$ cat src/rtl/shift_pkg.sv
`default_nettype none
// ============================================================================
// Module   : shift_pkg
// Purpose  : Shared types for the iterative shifter. Holds the shift mode
//            encoding (also used by the ALU decoder), the FSM state type and a
//            helper that gives the number of BUSY steps.
// Ports    : none (package)
// Revision : 1.0 - initial release
// ============================================================================
package shift_pkg;

  // Mode encodings, exported so the ALU decoder can drive in_mode directly.
  localparam logic [1:0] MODE_SLL = 2'b00;
  localparam logic [1:0] MODE_SRA = 2'b01;
  localparam logic [1:0] MODE_ROR = 2'b10;
  localparam logic [1:0] MODE_SRL = 2'b11;

  typedef enum logic [1:0] {
    SH_SLL = MODE_SLL,
    SH_SRA = MODE_SRA,
    SH_ROR = MODE_ROR,
    SH_SRL = MODE_SRL
  } shift_mode_e;

  typedef enum logic [1:0] {
    IDLE = 2'd0,
    BUSY = 2'd1,
    DONE = 2'd2
  } shift_state_e;

  // ceil(shamt_w / step_w): number of shift-amount digits processed.
  function automatic int num_steps(input int shamt_w, input int step_w);
    return (shamt_w + step_w - 1) / step_w;
  endfunction

endpackage
`default_nettype wire

$ cat src/rtl/shift_step.sv
`default_nettype none
// ============================================================================
// Module   : shift_step
// Purpose  : Combinational single-step barrel shift of WIDTH bits by 'amount'
//            in the given mode. Right shifts fill with 'fill' (the caller
//            supplies the sign for SRA and 0 for SRL).
// Ports    : data_in  - operand
//            amount   - shift distance for this step (always < WIDTH in use)
//            mode     - SLL / SRA / ROR / SRL
//            fill     - fill bit for right shifts
//            data_out - shifted operand
//            carry    - last bit shifted out (meaningful when amount != 0)
// Revision : 1.0 - initial release
// ============================================================================
module shift_step
  import shift_pkg::*;
#(
  parameter int WIDTH = 16,
  parameter int AMT_W = 4
) (
  input  logic [WIDTH-1:0] data_in,
  input  logic [AMT_W-1:0] amount,
  input  shift_mode_e      mode,
  input  logic             fill,
  output logic [WIDTH-1:0] data_out,
  output logic             carry
);

  logic [2*WIDTH-1:0] left_w;
  logic [2*WIDTH-1:0] fill_w;
  logic [2*WIDTH-1:0] rot_w;

  // Double-width vectors: the upper half of left_w catches bits leaving the
  // MSB; fill_w supplies fill bits from above; rot_w wraps the operand.
  assign left_w = {{WIDTH{1'b0}}, data_in} << amount;
  assign fill_w = {{WIDTH{fill}}, data_in} >> amount;
  assign rot_w  = {data_in, data_in} >> amount;

  always_comb begin
    data_out = data_in;
    carry    = 1'b0;
    unique case (mode)
      SH_SLL: begin
        data_out = left_w[WIDTH-1:0];
        carry    = left_w[WIDTH];          // original bit WIDTH-k
      end
      SH_ROR: begin
        data_out = rot_w[WIDTH-1:0];
        carry    = rot_w[WIDTH-1];         // original bit k-1
      end
      default: begin                       // SRA / SRL
        data_out = fill_w[WIDTH-1:0];
        carry    = rot_w[WIDTH-1];         // original bit k-1 lands here too
      end
    endcase
  end

  logic unused_hi;
  assign unused_hi = ^{left_w[2*WIDTH-1:WIDTH+1], fill_w[2*WIDTH-1:WIDTH],
                       rot_w[2*WIDTH-1:WIDTH]};

endmodule
`default_nettype wire

$ cat src/rtl/iter_shift_unit.sv
`default_nettype none
// ============================================================================
// Module   : iter_shift_unit
// Purpose  : Multi-cycle shifter (SLL/SRA/ROR/SRL) consuming STEP_W bits of
//            the shift amount per BUSY cycle, with valid/ready on both sides.
//            Optional macro SHIFT_CARRY_EN adds the out_carry port.
// Ports    : clk, rst_n (async, active-low)
//            in_valid/in_ready, in_data, in_shamt, in_mode - request side
//            out_valid/out_ready, out_data, [out_carry]   - result side
// Revision : 1.0 - initial release
// ============================================================================
module iter_shift_unit
  import shift_pkg::*;
#(
  parameter int WIDTH  = 16,
  parameter int STEP_W = 2
) (
  input  logic                     clk,
  input  logic                     rst_n,
  input  logic                     in_valid,
  output logic                     in_ready,
  input  logic [WIDTH-1:0]         in_data,
  input  logic [$clog2(WIDTH)-1:0] in_shamt,
  input  logic [1:0]               in_mode,
  output logic                     out_valid,
  input  logic                     out_ready,
  output logic [WIDTH-1:0]         out_data
`ifdef SHIFT_CARRY_EN
  ,
  output logic                     out_carry
`endif
);

  localparam int SHAMT_W = $clog2(WIDTH);
  localparam int NSTEP   = num_steps(SHAMT_W, STEP_W);
  localparam int AMT_W   = NSTEP * STEP_W;   // shamt padded to whole digits
  localparam int CNT_W   = $clog2(NSTEP + 1);

  shift_state_e      state_q, state_nxt;
  logic [WIDTH-1:0]  data_q;
  logic [AMT_W-1:0]  shamt_q;
  shift_mode_e       mode_q;
  logic [CNT_W-1:0]  cnt_q;

  logic              accept;
  logic              last_step;
  logic [STEP_W-1:0] digit;
  logic [AMT_W-1:0]  step_amt;
  logic              fill;
  logic [WIDTH-1:0]  step_data;
  logic              step_carry;

  assign accept    = in_valid & in_ready;
  assign last_step = (cnt_q == CNT_W'(NSTEP - 1));
  // shamt_q is shifted down each step, so the current digit is always the LSBs.
  assign digit     = shamt_q[STEP_W-1:0];
  assign step_amt  = AMT_W'(digit) << (cnt_q * STEP_W);
  // The data MSB keeps the sign throughout an SRA, so it is the fill source.
  assign fill      = (mode_q == SH_SRA) & data_q[WIDTH-1];
  assign out_data  = data_q;

  shift_step #(
    .WIDTH (WIDTH),
    .AMT_W (AMT_W)
  ) u_step (
    .data_in  (data_q),
    .amount   (step_amt),
    .mode     (mode_q),
    .fill     (fill),
    .data_out (step_data),
    .carry    (step_carry)
  );

  always_ff @(posedge clk or negedge rst_n) begin
    if (!rst_n) begin
      state_q <= IDLE;
    end else begin
      state_q <= state_nxt;
    end
  end

  always_comb begin
    state_nxt = state_q;
    in_ready  = 1'b0;
    out_valid = 1'b0;
    unique case (state_q)
      IDLE: begin
        in_ready = 1'b1;
        if (in_valid) state_nxt = BUSY;
      end
      BUSY: begin
        if (last_step) state_nxt = DONE;
      end
      DONE: begin
        out_valid = 1'b1;
        in_ready  = out_ready;            // accept back-to-back on drain
        if (out_ready) state_nxt = in_valid ? BUSY : IDLE;
      end
      default: state_nxt = IDLE;
    endcase
  end

  always_ff @(posedge clk or negedge rst_n) begin
    if (!rst_n) begin
      data_q  <= '0;
      shamt_q <= '0;
      mode_q  <= SH_SLL;
      cnt_q   <= '0;
    end else if (accept) begin
      data_q  <= in_data;
      shamt_q <= AMT_W'(in_shamt);
      mode_q  <= shift_mode_e'(in_mode);
      cnt_q   <= '0;
    end else if (state_q == BUSY) begin
      data_q  <= step_data;
      shamt_q <= shamt_q >> STEP_W;
      cnt_q   <= cnt_q + 1'b1;
    end
  end

`ifdef SHIFT_CARRY_EN
  logic carry_q;

  // A zero digit shifts nothing out, so the previous carry is kept.
  always_ff @(posedge clk or negedge rst_n) begin
    if (!rst_n) begin
      carry_q <= 1'b0;
    end else if (accept) begin
      carry_q <= 1'b0;
    end else if ((state_q == BUSY) && (digit != '0)) begin
      carry_q <= step_carry;
    end
  end

  assign out_carry = carry_q;
`else
  logic unused_carry;
  assign unused_carry = step_carry;
`endif

endmodule
`default_nettype wire
$ cat config.mk
export PLATFORM = sky130hd
export DESIGN_NAME = iter_shift_unit
export DESIGN_NICKNAME = d
export VERILOG_FILES = /design/src/rtl/shift_pkg.sv /design/src/rtl/shift_step.sv /design/src/rtl/iter_shift_unit.sv
export SDC_FILE = /design/constraint.sdc
export NUM_CORES = 1
export LEC_CHECK = 0
export ABC_AREA = 1
export BUFFER_PORTS_ARGS = -buffer_cell sky130_fd_sc_hd__clkbuf_2
export CORE_MARGIN = 4
export CORE_UTILIZATION = 64
export DETAILED_ROUTE_END_ITERATION = 10
export GPL_TIMING_DRIVEN = 0
export PLACE_DENSITY = 0.88
export SYNTH_ARGS = -nofsm -noshare
export SYNTH_HDL_FRONTEND = slang
export SYNTH_SLANG_ARGS = --single-unit
export TNS_END_PERCENT = 20
$ cat constraint.sdc
create_clock -name clk -period 2.58 [get_ports clk]
set_input_delay 0.129 -clock clk [delete_from_list [all_inputs] [get_ports clk]]
set_output_delay 0.129 -clock clk [all_outputs]
set_load 0.03 [all_outputs]
* Word level (Yosys, flattened, before mapping)
Index checks and enable logic that the tools add are counted.
W data, S select, Z words.
** Storage, ports and cells
- Register bits :: 26
- Bits of input ports :: 26
- Output and inout port bits :: 18
** Operators by class
- Add/subtract/negate cells :: 1
- Equal/unequal tests :: 8
- Shifts and indexed selects :: 4
- Muxes and demuxes :: 14
- Bitwise logic cells :: 2
- Reductions and logical operators :: 4
** Operators with widths (count)
- $shr A32 B4 Y16 :: 2
- $mux W16 :: 2
- $pmux W16 S2 :: 1
- $shl A16 B4 Y16 :: 1
- $mux W2 :: 5
- $mux W4 :: 2
- $eq A2 B1 Y1 const B :: 3
- $ne A2 B2 Y1 const B :: 3
- $pmux W2 S3 :: 1
- $eq A2 B2 Y1 const B :: 2
- $logic_not A2 Y1 :: 2
- $shl A2 B3 Y4 :: 1
- $reduce_and A3 Y1 :: 1
- $add A2 B1 Y2 const B :: 1
- $and A1 B1 Y1 :: 2
- $mux W1 :: 2
- $pmux W1 S2 :: 1
- $reduce_bool A2 Y1 :: 1

* Depth between registers and ports, before layout
- Depth after elaboration :: 6
- Mapped depth :: 14
- Mapped depth without buffers :: 13

* Modules after synthesis
From an unflattened synthesis, not the netlist that was laid out.
** Unflattened totals
- Cells, all modules :: 603
- Area, all modules :: 3352.0 µm²
** By module, submodules not included
- shift_step :: times used 1, cells an instance 392, area each 1828.0 µm²
- iter_shift_unit :: times used 1, cells an instance 211, area each 1524.0 µm²

* Worst setup path before layout
No wires, ideal clock.
- Path kind :: register to register
- Start :: reg state_q[1]
- End :: reg shamt_q[0]
- Setup time :: 138 ps
- Data arrival time :: 1750 ps
- Data required time :: 2442 ps
- Path slack :: 691 ps
- Cell stages (with the launch flop) :: 10
- Buffers on the path :: 3
- Clock period less this slack :: 1889 ps
- Cell sequence :: dfrtp_1 > inv_2 > nor2_1 > nor2_1 > nand2_1 > buf_4 > nand2_1 > buf_4 > buf_2 > o221ai_1
** Between the ends
- Word-level cells in the longest chain between the ends :: 4
** RTL lines
- start, declared :: line iter_shift_unit.sv:39 : shift_state_e state_q, state_nxt;
- start signal, assigned :: line iter_shift_unit.sv:78 : state_q <= state_nxt;
- $eq A2 B2 Y1 / $logic_not A2 Y1 (equally long branches) :: line iter_shift_unit.sv:86 : unique case (state_q)
- $pmux W1 S2 (*) :: line iter_shift_unit.sv:86
- net in_ready :: line iter_shift_unit.sv:21 : output logic in_ready,
- $and A1 B1 Y1 (*) :: line iter_shift_unit.sv:53 : assign accept = in_valid & in_ready;
- $mux W4 / $reduce_bool A2 Y1 (equally long branches)
- end signal, assigned :: line iter_shift_unit.sv:111 : shamt_q <= AMT_W'(in_shamt);
- end signal, assigned :: line iter_shift_unit.sv:116 : shamt_q <= shamt_q >> STEP_W;
- end, declared :: line iter_shift_unit.sv:41 : logic [AMT_W-1:0] shamt_q;
The timed path passes the listed nets; every way through them passes the cells marked *.
A chain may end at the register's enable or synchronous reset.

* Worst setup path in the final report
- Start :: reg shamt_q[0]
- End :: reg data_q[11], in the netlist out_data[11]
** Between the ends
- Word-level cells in the longest chain between the ends :: 5
** RTL lines
- $shl A2 B3 Y4 (*) :: line iter_shift_unit.sv:57 : assign step_amt = AMT_W'(digit) << (cnt_q * STEP_W);
- $shr A32 B4 Y16 (tied with other cells) :: line shift_step.sv:36 : assign fill_w = {{WIDTH{fill}}, data_in} >> amount;
- $pmux W16 S2 (*) :: line shift_step.sv:42 : unique case (mode)
- $mux W16 (*) :: line iter_shift_unit.sv:114 : end else if (state_q == BUSY) begin
- $mux W16 (*) :: line iter_shift_unit.sv:109 : end else if (accept) begin
- end signal, assigned :: line iter_shift_unit.sv:110 : data_q <= in_data;
- end signal, assigned :: line iter_shift_unit.sv:115 : data_q <= step_data;
- end, declared :: line iter_shift_unit.sv:40 : logic [WIDTH-1:0] data_q;
Every way passes the cells marked *; elsewhere a longest branch is shown, timed or not. The select of a mux whose other input is x is not followed.

==> results.sh <==
export IMPL_antenna_found_initial=0
export IMPL_crit_start="shamt_q[0]"
export IMPL_viasPerCell=6.43
export IMPL_die_h_um=78.6
export IMPL_seq_power_share_pct=15.8
export IMPL_synth_most_common_cell="nand2_1"
export IMPL_io_pins=44
export IMPL_internal_power_mw=2.36
export IMPL_syn_to_final_growth_pct=11.9
export IMPL_grt_max_degree=27
export IMPL_critical_path_max_stage_delay_ns=0.53
export IMPL_totalWireLength_mm=12.6
export IMPL_setup_viol=0
export IMPL_postPlaceCellArea_um2=3490
export IMPL_io_buffers=43
export IMPL_hold_violations=0
export IMPL_cts_inserted_buffers=3
export IMPL_netlist_top_cells_area="nand3_1 29%, nand2_1 23%, dfrtp_1 20%"
export IMPL_finalInstanceArea_um2=3570
export IMPL_rows=25
export IMPL_leakagePower_nw=1.97
export IMPL_r2r_end="out_data[11]"
export IMPL_yosys_top_cells_count="195 x nand2_1, 184 x nand3_1, 46 x nor2_1, 33 x inv_1, 26 x dfrtp_1"
export IMPL_cts_sinks=26
export IMPL_preCtsSetupSlack_ns=0.645
export IMPL_synth_async_reset_ratio_pct=100
export IMPL_root_buffer="clkbuf_8"
export IMPL_clk_pin_slew_ns=0.12
export IMPL_synth_area_um2=3190
export IMPL_nFillCells=436
export IMPL_slowest_stage="clkbuf_1"
export IMPL_ys_seq_area_share_pct=20.4
export IMPL_critPathCaptureType="flop"
export IMPL_irDropWorstVdd_mv=1.20
export IMPL_reg2reg_slack_ns=0.53
export IMPL_required_ns=2.77
export IMPL_yosysUniqueCellTypes=27
export IMPL_core_um2=4790
export IMPL_avgSynthCellArea_um2=5.54
export IMPL_switching_share_pct=62.0
export IMPL_hold_start="out_ready"
export IMPL_hold_class="input pin to flop"
export IMPL_yosysWarningCount=0
export IMPL_setup_tns_ns=0
export IMPL_grt_pass1_wl_mm=20.2
export IMPL_slew_viol_final=0
export IMPL_synth_nets=602
export IMPL_synth_top_cell_area_share_pct=28.9
export IMPL_reg2reg_from="shamt_q[0]"
export IMPL_die_x_um=78.6
export IMPL_power_frac_comb_pct=78.2
export IMPL_vias=4437
export IMPL_final_setup_skew_ns=0.0180
export IMPL_power_switching_mw=3.86
export IMPL_wl_per_cell_um=18.3
export IMPL_place_gp_congestion=1.15
export IMPL_crit_fanout=10
export IMPL_crit_type="flop to flop"
export IMPL_worstSetupStartpointType="flop"
export IMPL_power_frac_clock_pct=5.9
export IMPL_gr_total_overflow=0
export IMPL_cts_tree="yes"
export IMPL_start_util_pct=66.6
export IMPL_synth_top_area_cell="nand3_1"
export IMPL_first_global_vias=4159
export IMPL_drt_first_pass_iters=10
export IMPL_final_nets=651
export IMPL_drive_above_1_share_pct=14.6
export IMPL_synthFlopType="dfrtp_1"
export IMPL_cts_setup_buffers=0
export IMPL_worst_pin_slew_ns=0.708
export IMPL_clockBufferDepth=2
export IMPL_dpl_hpwl_mm=9.21
export IMPL_drc_errors=0
export IMPL_synth_seq_cells=26
export IMPL_power_density_nw_per_um2=1750
export IMPL_rsz0062_at_grt="false"
export IMPL_synth_edf_count=0
export IMPL_syn_inst=575
export IMPL_maxCapViolations=0
export IMPL_drt_iter0_drc=690
export IMPL_status="finished, final reports clean"
export IMPL_max_slew_margin_pct=52.8
export IMPL_max_freq_mhz=488
export IMPL_track_usage_pct=42.0
export IMPL_fin_ws_ns=0.532
export IMPL_num_antenna_cells=0
export IMPL_cp_endpoint="out_data[11]"
export IMPL_final_antenna_net_count=0
export IMPL_arrival_ns=2.24
export IMPL_path_cells="buf_2 -> nand3_2 -> clkbuf_1 -> nand2_1 -> nand2_1 -> nor2_1 -> nor2_1 -> a21oi_1"
export IMPL_period_needed_ns=2.05
export IMPL_ff2ff_path_depth=8
export IMPL_fp_dieArea_um2=6170
export IMPL_post_route_period_util_pct=79.4
export IMPL_clock_latency_ns=0.30
export IMPL_cts_htree_levels=1
sequential cells by signal (all words and copies together), names as in the netlist:
name,flops
cnt_q,2
mode_q,2
out_data,16
shamt_q,4
state_q,2
through the flow:
| stage | hold WS, ns | power, mW | util, % | instances |
|---|---|---|---|---|
| global route | 0.0485 | 6.72 | 74.5 | 690 |
| finish | 0.0431 | 6.23 | 74.5 | 690 |
| CTS | 0.0420 | 5.96 | 74.5 | 690 |
| detailed placement | 0.198 | 5.59 | 72.8 | 685 |
| global placement | 0.185 | 5.50 | 72.8 | 685 |
| floorplan | -0.167 | 4.38 | - | 575 |
critical path, delay by kind of cell (launching register included):
family          cells  cell delay, ns
simple gates        5            0.79
buf+inv             2            0.69
flops               1            0.37
compound gates      1            0.11
how the worst min path moves through the flow:
| stage | endpoint | slack (ns) | cells after the start |
|---|---|---|---|
| global placement | state_q[1] | 0.19 | 1 |
| global route | state_q[1] | 0.05 | 2 |
| floorplan | cnt_q[0] | -0.17 | 0 |
| CTS | state_q[1] | 0.04 | 2 |
| detailed placement | cnt_q[0] | 0.20 | 1 |
| finish | state_q[1] | 0.04 | 2 |
cell type report:
cell class	count	area, um2	share of cell area, %
clock buffer	3	41.3	1.16
inverter	37	151	4.24
timing repair buffer	44	225	6.31
clock inverter	1	30.0	0.842
sequential	26	651	18.2
buffer	36	220	6.17
tap	67	83.8	2.35
multi-input combinational	476	2160	60.7
layout by cell type, fill, tap and decap left out:
| cell | instances |
|---|---|
| nand3_1 | 184 |
| dfrtp_1 | 26 |
| nand2_8 | 1 |
| o211ai_2 | 1 |
| clkinv_8 | 1 |
| nand2_1 | 195 |
| o221ai_1 | 2 |
| nor2_1 | 46 |
| buf_4 | 9 |
| nand3_2 | 4 |
| clkbuf_1 | 5 |
| buf_1 | 1 |
| buf_2 | 17 |
| nor2_2 | 2 |
| nor2_4 | 2 |
| nor3_1 | 1 |
| inv_1 | 33 |
| dlygate4sd3_1 | 1 |
| ha_1 | 1 |
| clkbuf_2 | 43 |
| bufinv_16 | 1 |
| inv_2 | 3 |
| clkbuf_8 | 3 |
| o21ai_1 | 2 |
| nand4_1 | 1 |
| buf_6 | 4 |
| a31oi_1 | 3 |
| o22ai_1 | 1 |
| o21ai_0 | 7 |
| o31ai_1 | 2 |
| a21oi_1 | 21 |
cells by family after synthesis:
kind of cell / synth area share, %
compound gates: 6.91
buf+inv: 11.7
flops: 20.4
fa+ha+maj: 0.393
simple gates: 60.6
power by group through the flow:
stage                     logic (mW)  registers (mW)  clock network, mW
final                           4.87           0.986              0.370
after global routing            5.34           0.987              0.392
after CTS                       4.65           0.947              0.364
after detailed placement        4.63           0.957                  0
after global placement          4.54           0.960                  0
after floorplan                 3.29            1.08                  0
what timing repair did:
action,in CTS,in global routing
hold buffers,1,0
endpoints found under the hold margin,26,0
gates resized for setup,0,0
per-layer routing:
metal,global-route usage [%],part of all wire [%],vias to the layer above
li1,-,-,2008
met1,52.3,36,1890
met2,63.6,42,420
met3,13.1,16,119
met4,24.3,7.3,0
met5,1.82,0,-
(Power assumes the default switching activity.)
